<file path="src/rtl/picorv32_pcpi_dispatch.sv">
// PCPI dispatcher: broadcasts one core PCPI request to two coprocessor ports,
// forwards the first responder's result and raises a timeout if nobody claims it.
module picorv32_pcpi_dispatch #(
  parameter int TIMEOUT_CYCLES = 16,
  parameter int ENABLE_P1      = 1
) (
  input  logic        clk,
  input  logic        resetn,

  input  logic        pcpi_valid,
  input  logic [31:0] pcpi_insn,
  input  logic [31:0] pcpi_rs1,
  input  logic [31:0] pcpi_rs2,
  output logic        pcpi_int_ready,
  output logic        pcpi_int_wait,
  output logic        pcpi_int_wr,
  output logic [31:0] pcpi_int_rd,
  output logic        pcpi_int_timeout,

  output logic        p0_valid,
  output logic [31:0] p0_insn,
  output logic [31:0] p0_rs1,
  output logic [31:0] p0_rs2,
  input  logic        p0_ready,
  input  logic        p0_wait,
  input  logic        p0_wr,
  input  logic [31:0] p0_rd,

  output logic        p1_valid,
  output logic [31:0] p1_insn,
  output logic [31:0] p1_rs1,
  output logic [31:0] p1_rs2,
  input  logic        p1_ready,
  input  logic        p1_wait,
  input  logic        p1_wr,
  input  logic [31:0] p1_rd
);

  localparam logic [1:0] S_IDLE    = 2'd0;
  localparam logic [1:0] S_BUSY    = 2'd1;
  localparam logic [1:0] S_RESP    = 2'd2;
  localparam logic [1:0] S_RELEASE = 2'd3;

  localparam logic [7:0] TO_LAST = 8'(TIMEOUT_CYCLES - 1);

  logic [1:0]  r_state;
  logic [7:0]  r_cnt;
  logic [31:0] r_insn;
  logic [31:0] r_rs1;
  logic [31:0] r_rs2;
  logic [31:0] r_rd;
  logic        r_wr;
  logic        r_to;

  logic w_p1_en;
  logic w_busy;
  logic w_p1_ready;
  logic w_any_wait;
  logic w_timeout_hit;

  // Port 1 handshakes are masked at the source so a disabled port can never win.
  assign w_p1_en       = (ENABLE_P1 != 0);
  assign w_busy        = (r_state == S_BUSY);
  assign w_p1_ready    = w_p1_en & p1_ready;
  assign w_any_wait    = p0_wait | (w_p1_en & p1_wait);
  assign w_timeout_hit = (r_cnt == TO_LAST) && !w_any_wait;

  // NOTE: sequential state uses non-blocking assignments only, so every
  // register samples the pre-edge values and ordering inside the block is moot.
  always_ff @(posedge clk or negedge resetn) begin
    if (!resetn) begin
      r_state <= S_IDLE;
      r_cnt   <= '0;
      r_insn  <= '0;
      r_rs1   <= '0;
      r_rs2   <= '0;
      r_rd    <= '0;
      r_wr    <= 1'b0;
      r_to    <= 1'b0;
    end else begin
      case (r_state)
        S_IDLE: begin
          if (pcpi_valid) begin
            r_insn  <= pcpi_insn;
            r_rs1   <= pcpi_rs1;
            r_rs2   <= pcpi_rs2;
            r_cnt   <= '0;
            r_state <= S_BUSY;
          end
        end
        S_BUSY: begin
          if (!pcpi_valid) begin
            r_state <= S_IDLE;
          end else if (p0_ready) begin
            r_rd    <= p0_rd;
            r_wr    <= p0_wr;
            r_to    <= 1'b0;
            r_state <= S_RESP;
          end else if (w_p1_ready) begin
            r_rd    <= p1_rd;
            r_wr    <= p1_wr;
            r_to    <= 1'b0;
            r_state <= S_RESP;
          end else if (w_timeout_hit) begin
            r_rd    <= '0;
            r_wr    <= 1'b0;
            r_to    <= 1'b1;
            r_state <= S_RESP;
          end else if (w_any_wait) begin
            r_cnt <= '0;
          end else if (r_cnt != 8'hFF) begin
            r_cnt <= r_cnt + 8'd1;
          end
        end
        S_RESP: begin
          r_state <= S_RELEASE;
        end
        default: begin
          // Hold until the core drops valid so the same instruction is not re-issued.
          if (!pcpi_valid) r_state <= S_IDLE;
        end
      endcase
    end
  end

  assign p0_valid = w_busy;
  assign p0_insn  = r_insn;
  assign p0_rs1   = r_rs1;
  assign p0_rs2   = r_rs2;

  assign p1_valid = w_busy & w_p1_en;
  assign p1_insn  = r_insn;
  assign p1_rs1   = r_rs1;
  assign p1_rs2   = r_rs2;

  assign pcpi_int_ready   = (r_state == S_RESP) & ~r_to;
  assign pcpi_int_timeout = (r_state == S_RESP) &  r_to;
  assign pcpi_int_wait    = w_busy & w_any_wait;
  assign pcpi_int_rd      = r_rd;
  assign pcpi_int_wr      = r_wr;

endmodule

</file>
<file path="config.mk">
export PLATFORM = sky130hd
export DESIGN_NAME = picorv32_pcpi_dispatch
export DESIGN_NICKNAME = d
export VERILOG_FILES = /design/src/rtl/picorv32_pcpi_dispatch.sv
export SDC_FILE = /design/constraint.sdc
export NUM_CORES = 1
export LEC_CHECK = 0
export ABC_AREA = 0
export BUFFER_PORTS_ARGS = -buffer_cell sky130_fd_sc_hd__buf_2
export CORE_AREA = 10 10 145 147
export CTS_CLUSTER_SIZE = 8
export DETAILED_ROUTE_END_ITERATION = 12
export DIE_AREA = 0 0 155 157
export GPL_TIMING_DRIVEN = 0
export PLACE_DENSITY = 0.7
export SYNTH_ARGS = -nofsm -noshare
export SYNTH_HDL_FRONTEND = slang
export SYNTH_SLANG_ARGS = --single-unit
</file>
<file path="constraint.sdc">
create_clock -name clk -period 3.5 [get_ports clk]
set_clock_uncertainty 0.15 [all_clocks]
set_input_delay 0.35 -clock clk [delete_from_list [all_inputs] [get_ports clk]]
set_output_delay 0.35 -clock clk [all_outputs]
set_load 0.02 [all_outputs]
</file>
# --- Word-level counts from Yosys, hierarchy flattened ---
# Index checks and enable logic that the tools add are counted.
word_totals:
  elab_cells: 59
  mem_bits_rw: 0
  mem_bits_ro: 0
  n_memories: 0
  latch_bits: 0
  register_bits: 140
op_classes:
  n_div: 0
  shift: 0
  multipliers: 0
  n_eq_ne: 12
  magnitude_cmp: 0
  mux: 24
  bitwise_logic: 5
  n_reduce_logical: 9
  add_sub_neg: 1
ops:
  columns: ["op", "count"]
  rows:
  - ["32-bit 2-to-1 mux", 3]
  - ["8-bit 2-to-1 mux", 7]
  - ["8-bit one-hot mux with 2 select lines", 1]
  - ["2-bit 2-to-1 mux", 6]
  - ["2-bit inequality test (second input constant)", 5]
  - ["8-bit by 1-bit adder with 8-bit output (second input constant)", 1]
  - ["8-bit by 4-bit equality test with 1-bit output (second input constant)", 1]
  - ["8-bit inequality test (second input constant)", 1]
  - ["7-bit AND reduction", 1]
  - ["1-bit 2-to-1 mux", 6]
  - ["2-bit one-hot mux with 3 select lines", 1]
  - ["3-bit AND reduction", 2]
  - ["5-bit by 4-bit inequality test with 1-bit output (second input constant)", 1]
  - ["4-bit by 1-bit inequality test with 1-bit output (second input constant)", 1]
  - ["1-bit bitwise AND", 3]
  - ["3-bit by 1-bit inequality test with 1-bit output (second input constant)", 1]
  - ["3-bit nonzero test", 1]
  - ["2-bit by 1-bit equality test with 1-bit output (second input constant)", 1]
  - ["2-bit equality test (second input constant)", 1]
  - ["2-bit logical NOT", 1]
  - ["2-bit AND reduction", 1]
  - ["2-bit nonzero test", 1]
  - ["1-bit logical AND", 1]
  - ["1-bit logical NOT", 1]
  - ["other kinds (2)", 2]

# --- Depth between registers and ports, before layout ---
# Gate-level depths: netlist of run 1.
logic_depth:
  depth_word: 8
  ltp_mapped: 6

# --- Worst setup path after synthesis of run 1 ---
# OpenSTA, ideal clock, no wires.
synth_path:
  path_type: "reg-to-reg"
  startpoint: "register r_state[1]"
  endpoint: "register r_rd[10], in the netlist pcpi_int_rd[10]"
  path_stages_with_launch: 7
  n_path_buf: 2
  required_ns: 3.225
  slack_ns: 1.355
  period_less_slack_ns: 2.145
  arrival_time_ns: 1.870
  path_cell_list: "dfrtp_1 or4b_1 buf_2 nor3_4 o21ai_4 buf_6 mux2_4"
synth_via:
  elab_chain_len: 2
synth_rtl:
  columns: ["element", "line", "source"]
  rows:
  - ["start: declaration", "46", "logic [1:0] r_state;"]
  - ["start signal: assignment", "72", "r_state <= S_IDLE;"]
  - ["start signal: assignment", "88", "r_state <= S_BUSY;"]
  - ["start signal: assignment", "93", "r_state <= S_IDLE;"]
  - ["2-bit by 1-bit equality test with 1-bit output", "81", "case (r_state)"]
  - ["3-bit AND reduction (no line)", null, null]
  - ["end signal: assignment", "95", "r_rd <= p0_rd;"]
  - ["end signal: assignment", "100", "r_rd <= p1_rd;"]
  - ["end: declaration", "51", "logic [31:0] r_rd;"]
# No other way between the ends.
# A chain may end at the register's enable or synchronous reset.

# --- Worst setup path in the final report of run 1 ---
layout_path:
  startpoint: "register r_state[1]"
  endpoint: "register r_rs1[11], in the netlist p0_rs1[11]"
layout_via:
  elab_chain_len: 2
layout_rtl:
  columns: ["element", "line", "source"]
  rows:
  - ["2-bit logical NOT", "81", null]
  - ["2-bit AND reduction (no line)", null, null]
  - ["end signal: assignment", "85", "r_rs1 <= pcpi_rs1;"]
  - ["end: declaration", "49", "logic [31:0] r_rs1;"]
# No other way between the ends.

==> run_results.csv, run 1 <==
group,metric,value,unit
outcome,outcome,"complete, no violations",
floorplanning,floorplan.rows,50,
routing,post-route-drc-count,0,
synthesis,avgSynthCellArea,13.5,sq um
timing,hold_slack,18.3,ps
global_routing,grt_max_degree,84,
global_routing,global_route.overflow_total,0,
synthesis,synthFlopType,"sky130_fd_sc_hd__dfrtp_1",
synthesis,sequential_cell_area_fraction_in_the_yosys_report,52.9,%
power,netSwitchingFraction,41.9,%
timing,timing.setup.tns,0,ps
run,cap_viol_max_count,0,
synthesis,ys_warn_count,0,
power,power.internal,5.90,mW
synthesis,synthTopCellsByArea,"sky130_fd_sc_hd__dfrtp_1 (53%), sky130_fd_sc_hd__mux2_2 (17%), sky130_fd_sc_hd__buf_4 (11%), sky130_fd_sc_hd__mux2_4 (6.6%), sky130_fd_sc_hd__a22o_1 (4.1%)",
routing,first_pass_detailed_route_iteration_total,4,
timing,report.final.setup_viol,0,
synthesis,netlist_instances,490,
synthesis,synth_commonest_cells,"sky130_fd_sc_hd__dfrtp_1 (140), sky130_fd_sc_hd__mux2_2 (102), sky130_fd_sc_hd__buf_4 (97)",
layout,layout-area-overhead-vs-synth,43.7,%
cts,post_cts.repair.setup_buffers,0,
setup_path,worst_ep_required_time,3640,ps
timing,setup_repair_after_global_routing_missed_its_margin,"false",
floorplanning,core_area,18300,sq um
timing,final_critical_path_time_including_i_o_delays_and_setup,2380,ps
cts,clk_path_buf_depth,2,
placement,io_buffer_count,397,
timing,worst-slew-pin-transition,1120,ps
synthesis,yosys.area.top_type_share,52.9,%
layout,layout_net_count,1081,
setup_path,crit_path_end_kind,"flip-flop",
timing,final_max_slew_viol_count,0,
global_routing,initial_antenna_violation_count,0,
layout,fin_util,51.9,%
cts,ctsHoldBuffers,3,
routing,routed_wl,21000,um
min_path,min_path_type,"primary input to flip-flop",
global_routing,grt_use_total,16.3,%
floorplanning,boundaryPins,399,
global_routing,grt_pass1_vias,5596,
setup_path,worstPathArrival,2510,ps
setup_path,cp_max_fo,10,
floorplanning,die_height,157,um
synthesis,post_synth_instance_area,6620,sq um
layout,post_layout_nonfiller_instances,1156,
synthesis,synth_nets,660,
placement,placedCellCount,1122,
cts,cts-htree-levels,4,
cts,postCtsResizedCells,0,
synthesis,netlist.top_cell.by_area,"sky130_fd_sc_hd__dfrtp_1",
setup_path,critPathLaunchType,"flip-flop",
synthesis,ys_seq_elements,140,
routing,route.detailed.wl_per_inst,18.1,um
floorplanning,die_w,155,um
synthesis,synth_enable_flop_cells,0,
routing,routed-via-count,5220,
routing,detail_route.vias_per_cell,4.52,
power,vdd.ir_drop.worst,0.000745,V
cts,tritoncts_clock_tree,"yes",
layout,sequential_cell_area,3500,sq um
power,p_leak,5.07,nW
setup_path,kind_of_critical_path,"flip-flop to flip-flop",
cts,cts_root_buffer,"sky130_fd_sc_hd__clkbuf_16",
power,power_per_cell_area,1070,nW/um^2
cts,cts.sinks,140,
layout,insertedDiodeCount,0,
routing,drt_first_iter_violations,226,
timing,share_of_the_cycle_needed_by_the_critical_path_after_routing,67.9,%
global_routing,grt_pass1_wl,31300,um
cts,path_clk_slew,60,ps
timing,achievable-frequency,421,MHz
power,report.power.total,10.2,mW
layout,area_of_combinational_cells_with_multiple_inputs,2260,sq um
power,comb_power_share,54.3,%
floorplanning,start_util,36.1,%
layout,fillers,1662,
routing,final_antenna_net_count,0,
synthesis,yosys.cell_count.top_type,"sky130_fd_sc_hd__dfrtp_1",
placement,place_congestion,0.776,
synthesis,async_reset_ff_share,100,%
timing,hold_violations,0,
power,clockPowerShare,16.2,%
synthesis,library_cells_used_by_synthesis,36,
layout,final_layout_size_suffix_gt1_share,72.5,%
timing,relSlewSlack,24.2,%
cts,cts_inserted_buffers,17,
floorplanning,die_area,24300,sq um
setup_path,r2r.worst_path.cells,6,
power,sequentialPowerShare,29.5,%
placement,hpwl,17400,um
min_path,hold-path-cell-count,2,
cts,clock_latency,410,ps
power,total_switching_power,4.27,mW
==> metal layers <==
layer  vias up  share of wire (%)  track usage, %
li1       2489                  -               -
met1      2505                 37            17.0
met2       209                 54            30.0
met3        17                7.9            5.95
met4         0                1.1            4.14
met5         -                  0               0
==> cell type report <==
type	instances	share of cell area, %
Clock inverter	11	1.03
Tap cell	234	3.08
Timing Repair Buffer	402	21.7
Buffer	119	8.84
Sequential cell	140	36.8
Multi-Input combinational cell	227	23.8
Inverter	4	0.158
Clock buffer	19	4.66
==> through the flow <==
| step | instance area, sq um | setup WS, ps |
|---|---|---|
| 3_5_place_dp | 8930 | 938 |
| 3_3_place_gp | 8900 | -90.2 |
| 6_report | 9510 | 1120 |
| 5_1_grt | 9510 | 937 |
| 2_1_floorplan | 6620 | 1360 |
| 4_1_cts | 9500 | 1020 |
==> cell usage in the layout (no fill, tap or decap), types with 2 or more instances in the layout <==
cell type / n
sky130_fd_sc_hd__buf_2: 402
sky130_fd_sc_hd__dfrtp_1: 140
sky130_fd_sc_hd__mux2_2: 102
sky130_fd_sc_hd__buf_4: 97
sky130_fd_sc_hd__a22o_1: 31
sky130_fd_sc_hd__mux2_4: 29
sky130_fd_sc_hd__clkbuf_16: 17
sky130_fd_sc_hd__clkbuf_1: 10
sky130_fd_sc_hd__nor2_1: 9
sky130_fd_sc_hd__nand2_1: 9
sky130_fd_sc_hd__and3_1: 7
sky130_fd_sc_hd__o21ai_0: 6
sky130_fd_sc_hd__a31oi_1: 5
sky130_fd_sc_hd__clkinv_2: 5
sky130_fd_sc_hd__inv_1: 4
sky130_fd_sc_hd__buf_1: 4
sky130_fd_sc_hd__buf_6: 4
sky130_fd_sc_hd__o31ai_1: 4
sky130_fd_sc_hd__dlygate4sd3_1: 4
sky130_fd_sc_hd__nand2b_1: 3
sky130_fd_sc_hd__nand4_1: 3
sky130_fd_sc_hd__clkinv_4: 3
sky130_fd_sc_hd__nor2b_1: 2
==> critical path, stage by stage (launching register included) <==
cell and delay (ps):
sky130_fd_sc_hd__dfrtp_1 450, sky130_fd_sc_hd__nor2b_1 160, sky130_fd_sc_hd__and2_1 130, sky130_fd_sc_hd__clkbuf_1 330
sky130_fd_sc_hd__buf_2 340, sky130_fd_sc_hd__buf_2 320, sky130_fd_sc_hd__mux2_2 380
==> path summary, 6_finish.rpt <==
kind,start,end,slack [ps]
min in group asynchronous,resetn,p0_rs2[15],320
max in group asynchronous,resetn,p0_rs1[0],2080
min reg2reg,pcpi_int_rd[14],pcpi_int_rd[14],350
min,pcpi_rs2[10],p0_rs2[10],20
max,r_state[1],p0_rs1[11],1120
max reg2reg,r_state[1],p0_rs1[11],1120
==> logic make-up (layout without fill, tap and decap cells) <==
logic type | Yosys count | after routing | share of synthesized area [%]
and+or+nand+nor | 41 | 41 | 3.52
DFF | 140 | 140 | 52.9
adders and majority gates | 1 | 1 | 0.189
buffers and inverters | 123 | 555 | 12.9
AOI/OAI and AO/OA | 54 | 54 | 6.52
muxes | 131 | 131 | 23.9
==> sequential cells by signal (all words and copies together), names as in the netlist <==
signal	count
p0_insn	32
p0_rs1	32
p0_rs2	32
pcpi_int_rd	32
pcpi_int_wr	1
r_cnt	8
r_state	2
r_to	1
==> power by group through the flow <==
stage          Combinational, mW  Clock [mW]  Sequential, mW
2_1_floorplan               2.82           0            3.83
6_report                    5.52        1.65            3.00
5_1_grt                     5.86        1.77            3.13
3_5_place_dp                5.61           0            3.04
3_3_place_gp                5.53           0            3.01
4_1_cts                     5.61        1.70            3.02
Note: power is estimated with default switching activity, not from simulation.
==> run 2, diff against run 1 <==
==> config.mk (replaced) <==
export PLATFORM = sky130hd
export DESIGN_NAME = picorv32_pcpi_dispatch
export DESIGN_NICKNAME = d
export VERILOG_FILES = /design/src/rtl/picorv32_pcpi_dispatch.sv
export SDC_FILE = /design/constraint.sdc
export NUM_CORES = 1
export LEC_CHECK = 0
export ABC_AREA = 1
export BUFFER_PORTS_ARGS = -buffer_cell sky130_fd_sc_hd__buf_2
export CORE_AREA = 10 10 148 150
export CTS_CLUSTER_SIZE = 8
export DETAILED_ROUTE_END_ITERATION = 12
export DIE_AREA = 0 0 158 160
export GPL_TIMING_DRIVEN = 0
export PLACE_DENSITY = 0.69
export SYNTH_ARGS = -nofsm -noshare
export SYNTH_HDL_FRONTEND = slang
export SYNTH_SLANG_ARGS = --single-unit
==> constraint.sdc (replaced) <==
create_clock -name clk -period 2 [get_ports clk]
set_clock_uncertainty 0.15 [all_clocks]
set_input_delay 0.2 -clock clk [delete_from_list [all_inputs] [get_ports clk]]
set_output_delay 0.2 -clock clk [all_outputs]
set_load 0.02 [all_outputs]
==> run 2 against run 1 <==
- the flow now finishes with violations (negative hold slack)
- register-to-register slack worse by 950 ps
- worst setup slack worse by 1000 ps
- count of clock-buffer cells in the layout is 2 lower
- core utilization is 5.7 points higher
- global-route usage is 3.3 points higher
- critical path depth stayed put
- die area is 3.9% higher
- total power is 77% higher
- clock power is 79% higher
- sequential cell count stayed put
- critical path type is now primary input to flip-flop
- critical endpoint is now pcpi_int_rd[7]
- largest cell class is now non-clock buffers
==> run_results.csv, run 2 <==
group,metric,value,unit
routing,routed-via-count,6367,
synthesis,synth_commonest_cells,"sky130_fd_sc_hd__dfrtp_1 (140), sky130_fd_sc_hd__buf_4 (102), sky130_fd_sc_hd__mux2_2 (96)",
setup_path,critical-path-max-stage-delay,600,ps
layout,fin_util,57.6,%
timing,final_max_slew_viol_count,0,
timing,worst-slew-pin-transition,644,ps
cts,cts_inserted_buffers,17,
synthesis,library_cells_used_by_synthesis,26,
placement,placedCellCount,1187,
timing,hold_slack,-8.77,ps
floorplanning,die_area,25300,sq um
cts,cts.sinks,140,
synthesis,netlist_instances,551,
setup_path,worstPathArrival,2050,ps
setup_path,critPathLaunchType,"primary input",
global_routing,grt_use_total,19.5,%
cts,clk_path_buf_depth,2,
synthesis,yosys.cell_count.top_type,"sky130_fd_sc_hd__dfrtp_1",
timing,share_of_the_cycle_needed_by_the_critical_path_after_routing,94.0,%
outcome,outcome,"finished, violations left",
routing,route.detailed.wl_per_inst,18.5,um
setup_path,crit_path_cell_trace,"clkbuf_1, nor2_1, buf_2, a22oi_1, dlygate4sd3_1, o21ai_0",
synthesis,post_synth_instance_area,6430,sq um
floorplanning,die_w,158,um
synthesis,synthFlopType,"sky130_fd_sc_hd__dfrtp_1",
timing,achievable-frequency,532,MHz
global_routing,grt_pass1_wl,38700,um
cts,clock_latency,420,ps
synthesis,netlist.top_cell.by_area,"sky130_fd_sc_hd__dfrtp_1",
floorplanning,boundaryPins,399,
run,cap_viol_max_count,0,
layout,stdcell_area,11000,sq um
setup_path,cp_max_fo,10,
global_routing,global_route.overflow_total,0,
placement,io_buffer_count,397,
routing,drt_first_iter_violations,282,
placement,post_placement_cell_area,8750,sq um
synthesis,avgSynthCellArea,11.7,sq um
setup_path,kind_of_critical_path,"primary input to flip-flop",
min_path,min_path_type,"primary input to flip-flop",
timing,report.final.setup_viol,0,
synthesis,synth_enable_flop_cells,0,
placement,place_congestion,0.802,
layout,final_layout_size_suffix_gt1_share,57.4,%
power,power_per_cell_area,1640,nW/um^2
synthesis,yosys.area.top_type_share,54.5,%
layout,most_common_library_cell_in_the_layout_ignoring_fill_and_taps,"sky130_fd_sc_hd__buf_2",
layout,layout_net_count,1304,
synthesis,ys_seq_elements,140,
timing,relSlewSlack,57.0,%
timing,hold_violations,1,
floorplanning,start_util,33.7,%
setup_path,worst_ep_required_time,2170,ps
synthesis,synthTopCellsByArea,"sky130_fd_sc_hd__dfrtp_1 (54%), sky130_fd_sc_hd__mux2_2 (17%), sky130_fd_sc_hd__buf_4 (12%), sky130_fd_sc_hd__nand2_1 (4.0%), sky130_fd_sc_hd__a22oi_1 (4.0%)",
floorplanning,floorplan.rows,51,
routing,detail_route.vias_per_cell,4.59,
setup_path,crit_path_end_kind,"flip-flop",
timing,final_critical_path_time_including_i_o_delays_and_setup,1880,ps
layout,layout_common_cells,"sky130_fd_sc_hd__buf_2 (406), sky130_fd_sc_hd__dlygate4sd3_1 (163), sky130_fd_sc_hd__dfrtp_1 (140)",
floorplanning,core_area,19100,sq um
synthesis,sequential_cell_area_fraction_in_the_yosys_report,54.5,%
layout,layout-area-overhead-vs-synth,71.0,%
global_routing,initial_antenna_violation_count,4,
cts,tritoncts_clock_tree,"yes",
synthesis,async_reset_ff_share,100,%
global_routing,grt_pass1_vias,6891,
cts,path_clk_slew,70,ps
synthesis,synth_nets,721,
power,vdd.ir_drop.worst,0.000681,V
cts,cts-htree-levels,4,
floorplanning,die_height,160,um
placement,hpwl,18400,um
setup_path,worst_path_max_delay_cell,"sky130_fd_sc_hd__dlygate4sd3_1",
routing,post-route-drc-count,0,
cts,cts_root_buffer,"sky130_fd_sc_hd__clkbuf_16",
layout,post_layout_nonfiller_instances,1388,
outcome,violations,"negative hold slack",
routing,routed_wl,25600,um
routing,final_antenna_net_count,0,
power,p_leak,5.61,nW
routing,first_pass_detailed_route_iteration_total,4,
synthesis,ys_warn_count,0,
global_routing,grt_max_degree,74,
## run 2: cell count changes in the layout (fill, tap and decap cells not counted), sizes merged, moves of 4 or more
cell | before | now
nand2 | 9 | 71
o31ai | 4 | 0
o21ai | 8 | 35
clkbuf | 28 | 24
mux2 | 131 | 96
a31oi | 5 | 0
nand3 | 1 | 14
dlygate4sd3 | 4 | 163
and3 | 7 | 0
a22oi | 0 | 34
nor2 | 9 | 21
buf | 508 | 515
inv | 5 | 17
a22o | 31 | 0
## run 2: what timing repair did
| action | CTS | global route |
|---|---|---|
| setup buffers | 0 | 3 |
| endpoints found under the setup margin | 0 | 66 |
| hold buffers | 163 | 0 |
| gates resized for setup | 0 | 9 |
| endpoints found under the hold margin | 199 | 0 |
## run 2: cells by family after synthesis
kind of cell               after synthesis  share of synthesized area [%]
DFF                                    140                           54.5
buffers and inverters                  131                           14.0
and+or+nand+nor                        111                           7.20
muxes                                   96                           16.8
AOI/OAI and AO/OA                       71                           7.18
xor gates and xnor gates                 1                          0.136
adders and majority gates                1                          0.194
## run 2: per-stage QoR
step,TNS [ps],power [mW],hold slack (ps),setup WS (ps)
after floorplan,0,11.3,-246,355
after global placement,-199570,14.6,282,-1440
after detailed placement,0,14.8,87.5,89.4
after CTS,0,18.1,21.4,64.0
after global routing,-6.98,19.0,27.6,-6.98
final,0,18.0,-8.77,120
## run 2: worst paths after layout
check	from	endpoint	slack [ps]	depth (start not counted)
worst max-delay path	p0_ready	pcpi_int_rd[7]	120	6
min in group asynchronous	resetn	p0_insn[18]	200	2
max in group asynchronous	resetn	p0_rs1[29]	690	3
worst max register to register	r_cnt[0]	pcpi_int_rd[28]	170	10
worst min-delay path	p0_rd[20]	pcpi_int_rd[20]	-9	3
worst min register to register	pcpi_int_rd[11]	pcpi_int_rd[11]	330	2
## run 2: cell type report
cell class	instances	area, sq um
repair buffers	564	3670
clock inverters	15	129
multi-input cells	280	2060
clock buffers	17	425
fillers	1585	8080
well taps	238	298
inverters	10	37.5
flip-flops and latches	140	3500
plain buffers	121	867
diodes	3	7.51
## run 2: routing by layer
metal  vias to the layer above  track usage (%)  routed length (um)
met1                      3044             19.0                8760
met4                         2             7.88                 815
met5                         -                0                   9
met3                        58             7.60                2560
met2                       302             35.8               13500
li1                       2961                -                   -
## run 2: critical path: cells and delay by family
family                 cells  cell delay (ps)
buffers and inverters      3             1110
AND/OR/NAND/NOR            1              400
AO/OA/AOI/OAI              2              330
## run 2: power breakdown
group | leakage, nW | internal, mW | switching [mW]
Sequential | 1.70 | 4.18 | 1.06
Combinational | 3.64 | 4.29 | 5.54
Clock | 0.265 | 1.63 | 1.34
